==> src/rtl/jk_seq_pkg.sv <==
// Shared definitions for the JK count sequencer.
//   JK_*     : two-bit J/K excitation codes, J in bit 1, K in bit 0
//   mode_t   : sequencer operating mode as presented on the mode port
//   state_t  : sequencer FSM state
package jk_seq_pkg;

    localparam logic [1:0] JK_HOLD = 2'b00;
    localparam logic [1:0] JK_RST  = 2'b01;
    localparam logic [1:0] JK_SET  = 2'b10;
    localparam logic [1:0] JK_TGL  = 2'b11;

    typedef enum logic [1:0] {
        MODE_HOLD = 2'b00,
        MODE_UP   = 2'b01,
        MODE_DOWN = 2'b10,
        MODE_LOAD = 2'b11
    } mode_t;

    typedef enum logic [1:0] {
        ST_IDLE = 2'b00,
        ST_RUN  = 2'b01,
        ST_DONE = 2'b10
    } state_t;

endpackage

==> src/rtl/jk_cell.sv <==
// One JK flip-flop.
//   clk   : clock, rising edge
//   rst_n : asynchronous active-low reset, clears q
//   jk    : excitation, jk[1]=J, jk[0]=K
//   q     : stored bit
module jk_cell
    import jk_seq_pkg::*;
(
    input  logic       clk,
    input  logic       rst_n,
    input  logic [1:0] jk,
    output logic       q
);

    always_ff @(posedge clk or negedge rst_n) begin
        if (!rst_n) begin
            q <= 1'b0;
        end else begin
            case (jk)
                JK_RST:  q <= 1'b0;
                JK_SET:  q <= 1'b1;
                JK_TGL:  q <= ~q;
                default: q <= q;
            endcase
        end
    end

endmodule

==> src/rtl/jk_count_sequencer.sv <==
// Sequencer wrapped around a WIDTH-bit register of JK flip-flops. A start
// request runs a fixed number of clock steps in hold, up, down or load mode,
// generating the per-bit J/K excitation on every step.
//   clk       : clock, rising edge
//   rst_n     : asynchronous active-low reset
//   start     : request pulse, sampled only while idle
//   mode      : 00 hold, 01 up, 10 down, 11 load (latched on start)
//   load_val  : load target (latched on start)
//   steps     : number of clock edges to run (latched on start)
//   q         : JK register contents
//   jk        : excitation applied this cycle, jk[2i+1]=J_i, jk[2i]=K_i
//   busy      : high whenever the FSM is not idle
//   done      : one-cycle completion pulse
//   tc        : q == MODULUS-1
//   state_dbg : current FSM state, for observation only
//
// Handshake: start is a level sampled on each rising edge while idle; a start
// seen while busy is dropped. Completion is signalled by a single-cycle done
// pulse with no acknowledge.
module jk_count_sequencer
    import jk_seq_pkg::*;
#(
    parameter int WIDTH   = 4,
    parameter int MODULUS = 10,
    parameter int STEP_W  = 8
) (
    input  logic                 clk,
    input  logic                 rst_n,
    input  logic                 start,
    input  logic [1:0]           mode,
    input  logic [WIDTH-1:0]     load_val,
    input  logic [STEP_W-1:0]    steps,
    output logic [WIDTH-1:0]     q,
    output logic [2*WIDTH-1:0]   jk,
    output logic                 busy,
    output logic                 done,
    output logic                 tc,
    output logic [1:0]           state_dbg
);

    localparam logic [WIDTH-1:0] MAX_Q = WIDTH'(MODULUS - 1);
    // One extra bit so MODULUS == 2**WIDTH is representable in the compare.
    localparam logic [WIDTH:0]   MOD_W = (WIDTH + 1)'(MODULUS);

    state_t              state;
    mode_t               mode_r;
    logic [WIDTH-1:0]    load_r;
    logic [STEP_W-1:0]   remaining;
    logic [WIDTH-1:0]    q_next;
    logic [2*WIDTH-1:0]  jk_c;

    // Target value of the register for the latched mode.
    always_comb begin
        q_next = q;
        case (mode_r)
            MODE_UP:   q_next = (q == MAX_Q) ? '0 : q + WIDTH'(1);
            MODE_DOWN: q_next = (q == '0) ? MAX_Q : q - WIDTH'(1);
            MODE_LOAD: q_next = ({1'b0, load_r} >= MOD_W) ? '0 : load_r;
            default:   q_next = q;
        endcase
    end

    // Excitation: only bits that must change get a non-hold code. Counting
    // modes toggle; load uses explicit set/reset so it is idempotent, which is
    // why repeated load steps settle to all-hold.
    always_comb begin
        jk_c = '0;
        if (state == ST_RUN) begin
            for (int i = 0; i < WIDTH; i++) begin
                if (q[i] != q_next[i]) begin
                    if (mode_r == MODE_LOAD) begin
                        jk_c[2*i +: 2] = q_next[i] ? JK_SET : JK_RST;
                    end else begin
                        jk_c[2*i +: 2] = JK_TGL;
                    end
                end
            end
        end
    end

    always_ff @(posedge clk or negedge rst_n) begin
        if (!rst_n) begin
            state     <= ST_IDLE;
            mode_r    <= MODE_HOLD;
            load_r    <= '0;
            remaining <= '0;
            busy      <= 1'b0;
            done      <= 1'b0;
        end else begin
            case (state)
                ST_IDLE: begin
                    if (start) begin
                        mode_r    <= mode_t'(mode);
                        load_r    <= load_val;
                        remaining <= steps;
                        busy      <= 1'b1;
                        if (steps != '0) begin
                            state <= ST_RUN;
                        end else begin
                            state <= ST_DONE;
                            done  <= 1'b1;
                        end
                    end
                end
                ST_RUN: begin
                    remaining <= remaining - STEP_W'(1);
                    // This edge performs the final register update.
                    if (remaining == STEP_W'(1)) begin
                        state <= ST_DONE;
                        done  <= 1'b1;
                    end
                end
                ST_DONE: begin
                    state <= ST_IDLE;
                    done  <= 1'b0;
                    busy  <= 1'b0;
                end
                default: begin
                    state <= ST_IDLE;
                    done  <= 1'b0;
                    busy  <= 1'b0;
                end
            endcase
        end
    end

    for (genvar i = 0; i < WIDTH; i++) begin : g_cell
        jk_cell u_cell (
            .clk   (clk),
            .rst_n (rst_n),
            .jk    (jk_c[2*i +: 2]),
            .q     (q[i])
        );
    end

    assign jk        = jk_c;
    assign tc        = (q == MAX_Q);
    assign state_dbg = state;

endmodule

==> config.mk <==
export PLATFORM = sky130hd
export DESIGN_NAME = jk_count_sequencer
export DESIGN_NICKNAME = d
export VERILOG_FILES = /design/src/rtl/jk_seq_pkg.sv /design/src/rtl/jk_cell.sv /design/src/rtl/jk_count_sequencer.sv
export SDC_FILE = /design/constraint.sdc
export NUM_CORES = 1
export LEC_CHECK = 0
export CORE_UTILIZATION = 50
export CTS_CLUSTER_DIAMETER = 40
export DETAILED_ROUTE_END_ITERATION = 7
export PLACE_DENSITY = 0.83
export SETUP_SLACK_MARGIN = 0.3
export SLEW_MARGIN = 0
export SYNTH_ARGS = -nofsm -noshare
export SYNTH_HDL_FRONTEND = slang
export SYNTH_HIERARCHICAL = 1
export SYNTH_SLANG_ARGS = --single-unit
==> constraint.sdc <==
create_clock -name clk -period 2.47 [get_ports clk]
set_input_delay 0.494 -clock clk [delete_from_list [all_inputs] [get_ports clk]]
set_output_delay 0.494 -clock clk [all_outputs]
set_load 0.02 [all_outputs]
Word level (Yosys, flattened, before mapping)
Cells that the tools add are included.

Word-level logic and storage cells: 90. Input bits: 17. Bits in registers: 22. Output and inout bits: 17.

Eq/ne operators: 25. Mux-type cells: 33. Reduce and logical (&&, ||, !) cells: 13. Bitwise logic cells: 5. Order comparisons: 1. Add/sub/neg operators: 3.

Operator list (number): 2-bit two-way mux (15); 2-bit == test (second input constant) (10); 8-bit two-way mux (2); 8-bit case mux with 2 select lines (1); 2-bit by 1-bit == test with 1-bit output (second input constant) (6); 4-bit two-way mux (3); 1-bit case mux with 3 select lines (4); 4-bit case mux with 3 select lines (1); 3-bit nonzero test (4); 8-bit by 1-bit == test with 1-bit output (second input constant) (1); 2-bit AND reduction (4); 8-bit nonzero test (1); 8-bit by 1-bit subtractor with 8-bit output (second input constant) (1); 1-bit NOT (5); 4-bit by 1-bit adder with 4-bit output (second input constant) (1); 4-bit == test (second input constant) (1); 4-bit greater-or-equal comparator (second input constant) (1); 4-bit logical NOT (1); 1-bit two-way mux (4); 1-bit != test (4); 2-bit != test (second input constant) (2); 1-bit case mux with 2 select lines (2); 2-bit case mux with 2 select lines (1); 4-bit by 1-bit subtractor with 4-bit output (second input constant) (1); other kinds (4) (4).

Longest topological paths before layout
Gate-level depths: netlist (run 1).

Word-level depth: 9. Depth in mapped cells: 8.

Hierarchy
Netlist (run 1), hierarchy kept.

Modules (own cells, without submodules): jk_count_sequencer (cells each 162, instances 1, area each 1346.3 µm²); jk_cell (cells each 3, instances 4, area each 33.8 µm²).

Worst setup path after synthesis (run 1)
Ideal clock, no wire load.

Kind: register -> output. Start: register g_cell[1].u_cell.q. End: output jk[7]. Slack: -0.293 ns. Cell stages (with the launch flop): 7. Data required time: 1.976 ns. Buffers on the path: 0. Arrival time: 2.269 ns. Cells stage by stage: dfrtp_1 inv_1 ha_1 or2_2 o2111a_1 a2111oi_4 mux2i_1.

Word-level cells in the longest chain between the ends: 7. Elaborated cells between the ends (all ways): 12. Those cells by class: add/sub (2); eq/ne (2); mux (7); reduce/logical (1).

Ends and longest elaborated chain: from (decl) (RTL line jk_cell.sv:12) `output logic q`; from (signal assigned) (RTL line jk_cell.sv:22) `JK_TGL: q <= ~q;`; from (signal assigned) (RTL line jk_cell.sv:23) `default: q <= q;`; 4-bit by 1-bit subtractor with 4-bit output (tied with other cells) (RTL line jk_count_sequencer.sv:57) `MODE_DOWN: q_next = (q == '0) ? MAX_Q : q - WIDTH'(1);`; 4-bit two-way mux, on equally long branches (RTL line jk_count_sequencer.sv:57, jk_count_sequencer.sv:56); 4-bit case mux with 3 select lines * (RTL line jk_count_sequencer.sv:55) `case (mode_r)`; 2-bit two-way mux (RTL line jk_count_sequencer.sv:72) `jk_c[2*i +: 2] = q_next[i] ? JK_SET : JK_RST;`; 2-bit two-way mux (RTL line jk_count_sequencer.sv:71) `if (mode_r == MODE_LOAD) begin`; 2-bit two-way mux * (RTL line jk_count_sequencer.sv:70) `if (q[i] != q_next[i]) begin`; 8-bit two-way mux * (RTL line jk_count_sequencer.sv:68) `if (state == ST_RUN) begin`; to (decl) (RTL line jk_count_sequencer.sv:34) `output logic [2*WIDTH-1:0] jk,`.

Every way passes the cells marked *; elsewhere a longest branch is shown, timed or not.

Worst setup path in the final report (run 1)
Start: register g_cell[0].u_cell.q. End: output jk[7].

Word-level cells in the longest chain between the ends: 7. Elaborated cells between the ends (all ways): 12. Those cells by class: add/sub (2); eq/ne (2); mux (7); reduce/logical (1).

Ends and longest elaborated chain (RTL line): from (decl) (jk_cell.sv:12); from (signal assigned) (jk_cell.sv:22); from (signal assigned) (jk_cell.sv:23); 4-bit by 1-bit subtractor with 4-bit output (tied with other cells) (jk_count_sequencer.sv:57); 4-bit two-way mux, on equally long branches (jk_count_sequencer.sv:57, jk_count_sequencer.sv:56); 4-bit case mux with 3 select lines * (jk_count_sequencer.sv:55); 2-bit two-way mux (jk_count_sequencer.sv:72); 2-bit two-way mux (jk_count_sequencer.sv:71); 2-bit two-way mux * (jk_count_sequencer.sv:70); 8-bit two-way mux * (jk_count_sequencer.sv:68).

Marked as above.

==> results.yml, run 1 <==
floorplan:
  io_pins: 34
  initial_core_util_pct: 53.26
  die_w_um: 56.43
  dieHeight_um: 56.43
  core_um2: 2781
  rows: 19
  fp.dieArea_um2: 3184
clock_network:
  cts_buffers: 3
  clock_path_buffers: 2
  cts_root_buf: "clkbuf_4"
  insertion_delay_ps: 320
  tritoncts: "built"
  clk_pin_slew_worst_paths_ps: 130
  cts_max_level: 1
  cts_sinks: 22
  postCtsHoldBufs: 0
logic_synthesis:
  yosysTopAreaCell: "dfrtp_1"
  synth.net_count: 196
  synthAdderAreaFrac_pct: 4.223
  synth_compound_area_share_pct: 17.99
  synth_top_family_by_area: "simple AND/OR/NAND/NOR gates"
  synthCells: 174
  synth_top_area_share_pct: 37.16
  muxShareOfSynthArea_pct: 2.787
  synthXorXnorAreaFrac_pct: 1.182
  synth_edf_count: 0
  synth.distinct_cells: 51
  synth.avg_cell_area_um2: 8.514
  synth-simple-area-share_pct: 32.43
  ys_ff_latch: 22
  synth-async-reset-ratio_pct: 100.0
  ys.flop_type: "dfrtp_1"
  synthTopCellsByCount: "nand2_1, dfrtp_1, nor2_1"
  synth-seq-area-share_pct: 37.16
  synthTopCellsByArea: "dfrtp_1, nand2_1, nor2_1, ha_1, a21oi_1"
  synth_warnings: 6
  syn-cell-area_um2: 1481
  yosysMostFrequentCell: "nand2_1"
worst_setup_path:
  reg2reg_slack_ps: 190
  critPathMaxFanout: 5
  reg2reg_from: "g_cell[0].u_cell/q$_DFFE_PN0P_"
  setup.worst_path.end_class: "output pin"
  rr_endpoint: "g_cell[1].u_cell/q$_DFFE_PN0P_"
  startpoint_type: "flip-flop"
  rr_worst_depth: 12
  arrival_ps: 2300
  crit_type: "flip-flop to output pin"
  crit_required_ps: 1980
placement:
  place_hpwl_um: 3266
  port-buffer-count: 33
  place_area_um2: 2103
  place_congestion: 0.9041
outcome:
  outcome: "complete, but fails checks"
  violations: "setup timing"
grt:
  antenna_found_initial: 0
  grt_pass1_vias: 1829
  grt.overflow.total: 0
  grt_max_degree: 23
  grt_pass1_wl_um: 8576
  track_usage_pct: 35.66
timing:
  setup_ws_ps: -321.7
  period_share_pct: 113.0
  grt_setup_unrepaired: "true"
  finalCriticalPeriod_ps: 2792
  max_freq_mhz: 358.2
  setup_viol: 8
  worst_slew_pin_slew_ps: 582.2
  whs_ps: 492.7
  max_slew_margin_pct: 60.78
  clock_skew_ps: 2.077
  drv_slew: 0
  hold_violations: 0
cells_and_area:
  multi_input_area_um2: 993.5
  n_fill_cell: 152
  regArea_um2: 554.3
  diodes: 0
  layout.nets: 272
  design_area_um2: 2337
  area_growth_pct: 57.77
  layout-drive-gt1-share_pct: 35.34
run:
  drv_cap: 0
detailed_routing:
  drt_first_iter_violations: 172
  drtPass1Iterations: 6
  antenna_left: 0
  drcViolationCount: 0
  wl_um: 5376
  post_drt_wl_per_cell_um: 19.20
  vias: 1781
  vias_per_cell: 6.361
hold_path:
  whs_endpoint: "load_r[0]$_DFFE_PN0P_"
  hold_path.class: "flip-flop to flip-flop"
  worstHoldStart: "load_r[0]$_DFFE_PN0P_"
  min_path_cells: 2
## timing repair
item / 4_1_cts / 5_1_grt
gates resized for setup: 67 / 6
pin swaps: 11 / 4
setup buffers: 15 / 3
endpoints found under the setup margin: 9 / 13
## state kept, by name (all words and copies together), names as in the netlist
name             count
load_r               4
remaining            8
mode_r               2
busy                 1
state_dbg            2
done                 1
g_cell.u_cell/q      4
## worst max-delay path, cell delays in order (launching register included)
cell and delay (ps):
dfrtp_2 480, or4b_1 530, o2111a_1 160, a2111oi_4 230, buf_4 180, mux2i_2 220
buf_4 170
## worst max-delay path by stage
stage	slack (ps)	start	endpoint	cells past startpoint
2_1_floorplan	-70	g_cell[1].u_cell/q$_DFFE_PN0P_	jk[7]	6
3_3_place_gp	-440	g_cell[0].u_cell/q$_DFFE_PN0P_	jk[7]	5
3_5_place_dp	-520	g_cell[0].u_cell/q$_DFFE_PN0P_	jk[6]	7
4_1_cts	-340	g_cell[0].u_cell/q$_DFFE_PN0P_	jk[6]	8
5_1_grt	-400	g_cell[1].u_cell/q$_DFFE_PN0P_	jk[2]	9
6_report	-320	g_cell[0].u_cell/q$_DFFE_PN0P_	jk[7]	6
## cell type report
class                           instances  share of cell area (%)
Multi-Input combinational cell        138                   42.51
Timing Repair Buffer                   78                   29.76
Sequential cell                        22                   23.72
Tap cell                               31                   1.660
Inverter                                7                   1.231
Clock buffer                            4                   1.124
## layer usage
layer  GRT usage [%]  vias to the layer above  part of all wire, %
li1                -                      783                    -
met1           39.41                      861                   37
met2           60.84                      109                   51
met3           7.143                       28                  7.0
met4           24.74                        0                  5.5
met5               0                        -                    0
## through the flow
stage          util, %  setup WS, ps  TNS, ps  cells
6_report         84.03        -321.7    -2038    280
5_1_grt          84.03        -398.8    -2548    280
4_1_cts          82.50        -338.7    -1862    277
3_5_place_dp     75.62        -520.4    -3230    258
3_3_place_gp     75.62        -435.3    -2783    258
2_1_floorplan        -        -67.15   -133.9    174
## placed cells by master, fill, tap and decap left out, types with 2 or more instances in the layout
cell type,Yosys,routed
a21oi_1,10,7
a21oi_2,1,2
a21oi_4,0,2
a221o_1,2,2
and3_1,3,2
buf_4,0,41
buf_6,1,13
clkbuf_4,0,3
clkdlybuf4s50_1,0,22
dfrtp_1,22,19
dfrtp_2,0,3
ha_1,5,3
ha_4,0,2
inv_1,7,5
mux2i_2,0,3
nand2_1,28,28
nand2b_1,2,2
nand3_1,3,3
nand4_1,2,2
nor2_1,19,19
nor2b_1,3,3
nor3_1,4,4
nor4_1,5,5
o21ai_0,10,7
o21ai_2,0,2
or3_1,2,2
or4_4,1,2
xnor2_1,2,2
## cell families (layout without fill, tap and decap cells)
family / count (synthesis) / in the layout
muxes: 4 / 4
DFF: 22 / 22
xor gates and xnor gates: 2 / 2
AOI/OAI and AO/OA: 37 / 37
and+or+nand+nor: 90 / 90
buffers and inverters: 14 / 89
adders and majority gates: 5 / 5
Power of run 1 is not shown: default switching activity piles up to over one toggle a cycle in this logic, so the estimate is an artifact.
==> inputs of run 2 (changes only) <==
Settings changed: REMOVE_ABC_BUFFERS set to 1.
==> results.yml, run 2 (synthesis results as in run 1) <==
outcome:
  outcome: "complete, but fails checks"
  violations: "setup timing"
placement:
  place_congestion: 0.8432
  place_hpwl_um: 3142
  dpl.cell_count: 263
  port-buffer-count: 33
  preCtsSetupSlack_ps: -540.9
pwr:
  peakVddDrop_v: 0.001598
  cellLeakagePower_uw: 0.001015
  p_per_area_nw_per_um2: 1819
detailed_routing:
  wl_um: 4421
  drcViolationCount: 0
  vias_per_cell: 5.964
  post_drt_wl_per_cell_um: 16.14
  drtPass1Iterations: 4
  vias: 1634
  drt_first_iter_violations: 50
  antenna_left: 0
timing:
  setup_ws_ps: -341.2
  grt_setup_unrepaired: "true"
  setup_viol: 8
  drv_slew: 0
  max_slew_margin_pct: 72.76
  clock_skew_ps: 2.783
  worst_slew_pin_slew_ps: 404.8
  period_share_pct: 113.8
  finalCriticalPeriod_ps: 2811
  hold_violations: 0
  max_freq_mhz: 355.7
worst_setup_path:
  startpoint_type: "flip-flop"
  cp_num_buf_inv: 4
  crit_family: "buffers and inverters"
  crit_top_cell: "buf_6"
  path_cells: "inv_2 -> ha_4 -> and3b_4 -> buf_6 -> nor3_4 -> buf_6 -> a2111oi_4 -> mux2i_1 -> buf_4"
  crit_required_ps: 1980
  crit_path_top_delay_cell: "dfrtp_1"
  crit_path_max_incr_delay_ps: 440
  setup.worst_path.end_class: "output pin"
  arrival_ps: 2320
  crit_type: "flip-flop to output pin"
  critPathMaxFanout: 3
grt:
  grt.overflow.total: 0
  grt_pass1_vias: 1629
  grt_pass1_wl_um: 7320
  track_usage_pct: 29.55
  grt_max_degree: 23
  antenna_found_initial: 0
cells_and_area:
  diodes: 0
  layout_commonest_cell: "buf_4"
  layout.nets: 266
  reg_top3: "remaining x8, g_cell.u_cell/q x4, load_r x4"
  regMostFlops: "remaining"
  instances_no_fill: 274
  area_growth_pct: 51.27
  layout-drive-gt1-share_pct: 31.69
  layout_common_cells: "buf_4, nand2_1, clkdlybuf4s50_1"
  largest_reg_flops: 8
clock_network:
  clock_path_buffers: 2
  cts_root_buf: "clkbuf_4"
  clk_pin_slew_worst_paths_ps: 130
  insertion_delay_ps: 310
  cts_sinks: 22
  cts_max_level: 1
  tritoncts: "built"
  cts_buffers: 3
floorplan:
  io_pins: 34
  dieHeight_um: 56.43
  initial_core_util_pct: 53.26
  core_um2: 2781
  rows: 19
  fp.dieArea_um2: 3184
  die_w_um: 56.43
run:
  drv_cap: 0
hold_path:
  hold_path.class: "flip-flop to flip-flop"
[run 2: cell types whose count changed in the layout (fill, tap and decap cells not counted), moves of 2 or more]
cell,before,now
a21oi_1,7,9
o21ai_0,7,10
nor2_2,0,2
nor2_1,19,17
buf_6,13,11
a21oi_4,2,0
o21ai_2,2,0
mux2i_1,0,2
clkdlybuf4s50_1,22,24
mux2i_2,3,0
buf_4,41,36
[run 2: what timing repair did]
action,CTS,global route
resized for setup,67,9
setup endpoints to repair,11,12
setup buffers,6,1
pin swaps,7,2
hold buffers,0,0
[run 2: where the power goes]
part | internal, uW | switching (uW) | leakage (uW) | total, uW
registers | 553 | 208 | 0.000254 | 761
logic | 1580 | 1530 | 0.000741 | 3110
clock network | 90.0 | 115 | 0.0000210 | 205
total | 2220 | 1850 | 0.00102 | 4080
[run 2: path summary, 6_finish.rpt]
check	start	endpoint	slack (ps)	depth (start not counted)
setup / recovery	g_cell[1].u_cell/q$_DFFE_PN0P_	jk[7]	-340	9
hold / removal	load_r[0]$_DFFE_PN0P_	load_r[0]$_DFFE_PN0P_	510	2
setup reg to reg	g_cell[0].u_cell/q$_DFFE_PN0P_	g_cell[1].u_cell/q$_DFFE_PN0P_	250	11
hold reg to reg	load_r[0]$_DFFE_PN0P_	load_r[0]$_DFFE_PN0P_	510	2
max in group asynchronous	rst_n	g_cell[0].u_cell/q$_DFFE_PN0P_	1710	2
min in group asynchronous	rst_n	busy$_DFFE_PN0P_	520	2
[run 2: tightest hold or removal path: stages (launching register included)]
cell and delay (ps):
dfrtp_1 370, nand2_1 50, nand2_1 60
[run 2: metrics by stage]
step | hold WS (ps) | cell area (um^2) | utilization [%] | power (uW) | setup TNS, ps
after global routing | 527.1 | 2241 | 80.57 | 4352 | -2834
after detailed placement | 463.5 | 2054 | 73.86 | 3373 | -3621
final | 508.0 | 2241 | 80.57 | 4077 | -2154
after floorplan | 198.4 | 1445 | - | 2180 | -1111
after CTS | 494.7 | 2206 | 79.31 | 3894 | -2305
after global placement | 455.2 | 2054 | 73.86 | 3264 | -3188
[run 2: area by class of cell]
type / count / area, um^2
Timing Repair Buffer: 72 / 639.4
Inverter: 7 / 26.28
Sequential cell: 22 / 553.0
Fill cell: 180 / 540.5
Multi-Input combinational cell: 138 / 947.2
Tap cell: 31 / 38.79
Clock buffer: 4 / 36.28
[run 2: per-layer routing]
layer / global-route usage (%) / vias to the layer above / part of all wire (%)
met5: 0 / - / 0
met4: 10.80 / 0 / 1.2
met3: 2.535 / 7 / 4.4
met2: 55.63 / 70 / 53
met1: 34.38 / 791 / 41
li1: - / 766 / -
Power figures use the tool's default switching activity.
==> inputs of run 3 (changes only) <==
Settings changed: CORE_MARGIN set to 2, GPL_ROUTABILITY_DRIVEN set to 0.
==> results.yml, run 3 (synthesis results as in run 1) <==
outcome:
  outcome: "complete, but fails checks"
  violations: "setup timing"
placement:
  place_hpwl_um: 3217
  port-buffer-count: 33
worst_setup_path:
  crit_top_cell: "buf_6"
  arrival_ps: 2360
  critPathMaxFanout: 3
  setup.worst_path.end_class: "output pin"
  crit_family: "buffers and inverters"
  crit_required_ps: 1980
  cp_num_buf_inv: 4
  crit_type: "flip-flop to output pin"
  path_cells: "inv_2 -> ha_4 -> and3b_4 -> buf_6 -> nor3_4 -> buf_6 -> a2111oi_4 -> mux2i_1 -> buf_4"
  crit_path_max_incr_delay_ps: 440
  startpoint_type: "flip-flop"
  crit_path_top_delay_cell: "dfrtp_1"
cells_and_area:
  largest_reg_flops: 8
  layout.nets: 273
  layout-drive-gt1-share_pct: 33.73
  final_util_pct: 83.58
  layout_commonest_cell: "buf_4"
  layout_common_cells: "buf_4, nand2_1, clkdlybuf4s50_1"
  reg_top3: "remaining x8, g_cell.u_cell/q x4, load_r x4"
  regMostFlops: "remaining"
  area_growth_pct: 56.93
  diodes: 0
clock_network:
  insertion_delay_ps: 320
  cts_buffers: 3
  clk_pin_slew_worst_paths_ps: 130
  cts_sinks: 22
  cts_root_buf: "clkbuf_4"
  cts_max_level: 1
  clock_path_buffers: 2
  tritoncts: "built"
detailed_routing:
  wl_um: 5080
  vias_per_cell: 6.211
  vias: 1739
  antenna_left: 0
  drtPass1Iterations: 4
  drt_first_iter_violations: 111
  post_drt_wl_per_cell_um: 18.14
  drcViolationCount: 0
grt:
  grt.overflow.total: 0
  grt_pass1_wl_um: 8162
  grt_pass1_vias: 1756
  grt_max_degree: 23
  track_usage_pct: 31.49
  antenna_found_initial: 0
timing:
  max_freq_mhz: 349.8
  finalCriticalPeriod_ps: 2859
  period_share_pct: 115.7
  hold_violations: 0
  worst_slew_pin_slew_ps: 463.4
  setup_viol: 9
  drv_slew: 0
  max_slew_margin_pct: 68.99
  whs_ps: 511.5
  grt_setup_unrepaired: "true"
  clock_skew_ps: 12.04
  setup_ws_ps: -388.8
floorplan:
  initial_core_util_pct: 53.26
  rows: 19
  die_w_um: 58.43
  core_um2: 2781
  io_pins: 34
  fp.dieArea_um2: 3414
  dieHeight_um: 58.43
hold_path:
  hold_path.class: "input port to async pin"
run:
  drv_cap: 0
## run 3: what timing repair did
action / in CTS / in global routing
setup endpoints to repair: 11 / 13
buffers inserted: 11 / 4
pin swaps: 7 / 4
hold buffers: 0 / 0
gates cloned: 0 / 0
gates resized for setup: 63 / 15
## run 3: cell type report
type	instances	area (um^2)
sequential	22	551.8
multi-input combinational	138	1001
timing repair buffer	79	684.4
fill	163	456.7
inverter	7	26.28
tap	31	38.79
clock buffer	3	22.52
## run 3: path summary, 6_finish.rpt
check	from	to	slack, ps	depth (start not counted)
max in group asynchronous	rst_n	g_cell[0].u_cell/q$_DFFE_PN0P_	1720	2
min in group clk	done$_DFFE_PN0P_	done$_DFFE_PN0P_	540	1
worst min-delay path	rst_n	mode_r[1]$_DFFE_PN0P_	510	2
worst min register to register	done$_DFFE_PN0P_	done$_DFFE_PN0P_	540	1
worst max register to register	g_cell[0].u_cell/q$_DFFE_PN0P_	g_cell[2].u_cell/q$_DFFE_PN0P_	-310	15
worst max-delay path	g_cell[1].u_cell/q$_DFFE_PN0P_	jk[6]	-390	9
## run 3: per-layer routing
layer | up-vias | GRT usage [%] | share of wire (%)
li1 | 789 | - | -
met1 | 851 | 38.40 | 40
met2 | 82 | 53.77 | 52
met3 | 17 | 6.154 | 5.8
met4 | 0 | 13.95 | 2.6
met5 | - | 0 | 0
## run 3: stage by stage
stage	setup WS [ps]	instances	TNS, ps	instance area (um^2)
finish	-388.8	280	-2939	2325
global route	-499.0	280	-3606	2325
CTS	-280.0	276	-2213	2220
detailed placement	-536.6	262	-3619	2047
global placement	-450.0	262	-2929	2047
floorplan	-293.3	167	-1111	1445
## run 3: worst register-to-register path, delay by kind of cell, from the launching register on
kind,cells,cell delay (ps)
adders and majority gates,1,160
AOI/OAI and AO/OA,2,190
buffers and inverters,9,1180
and+or+nand+nor,2,580
DFF,1,480
xor gates and xnor gates,1,130
Power of run 3 is left out for the same reason.
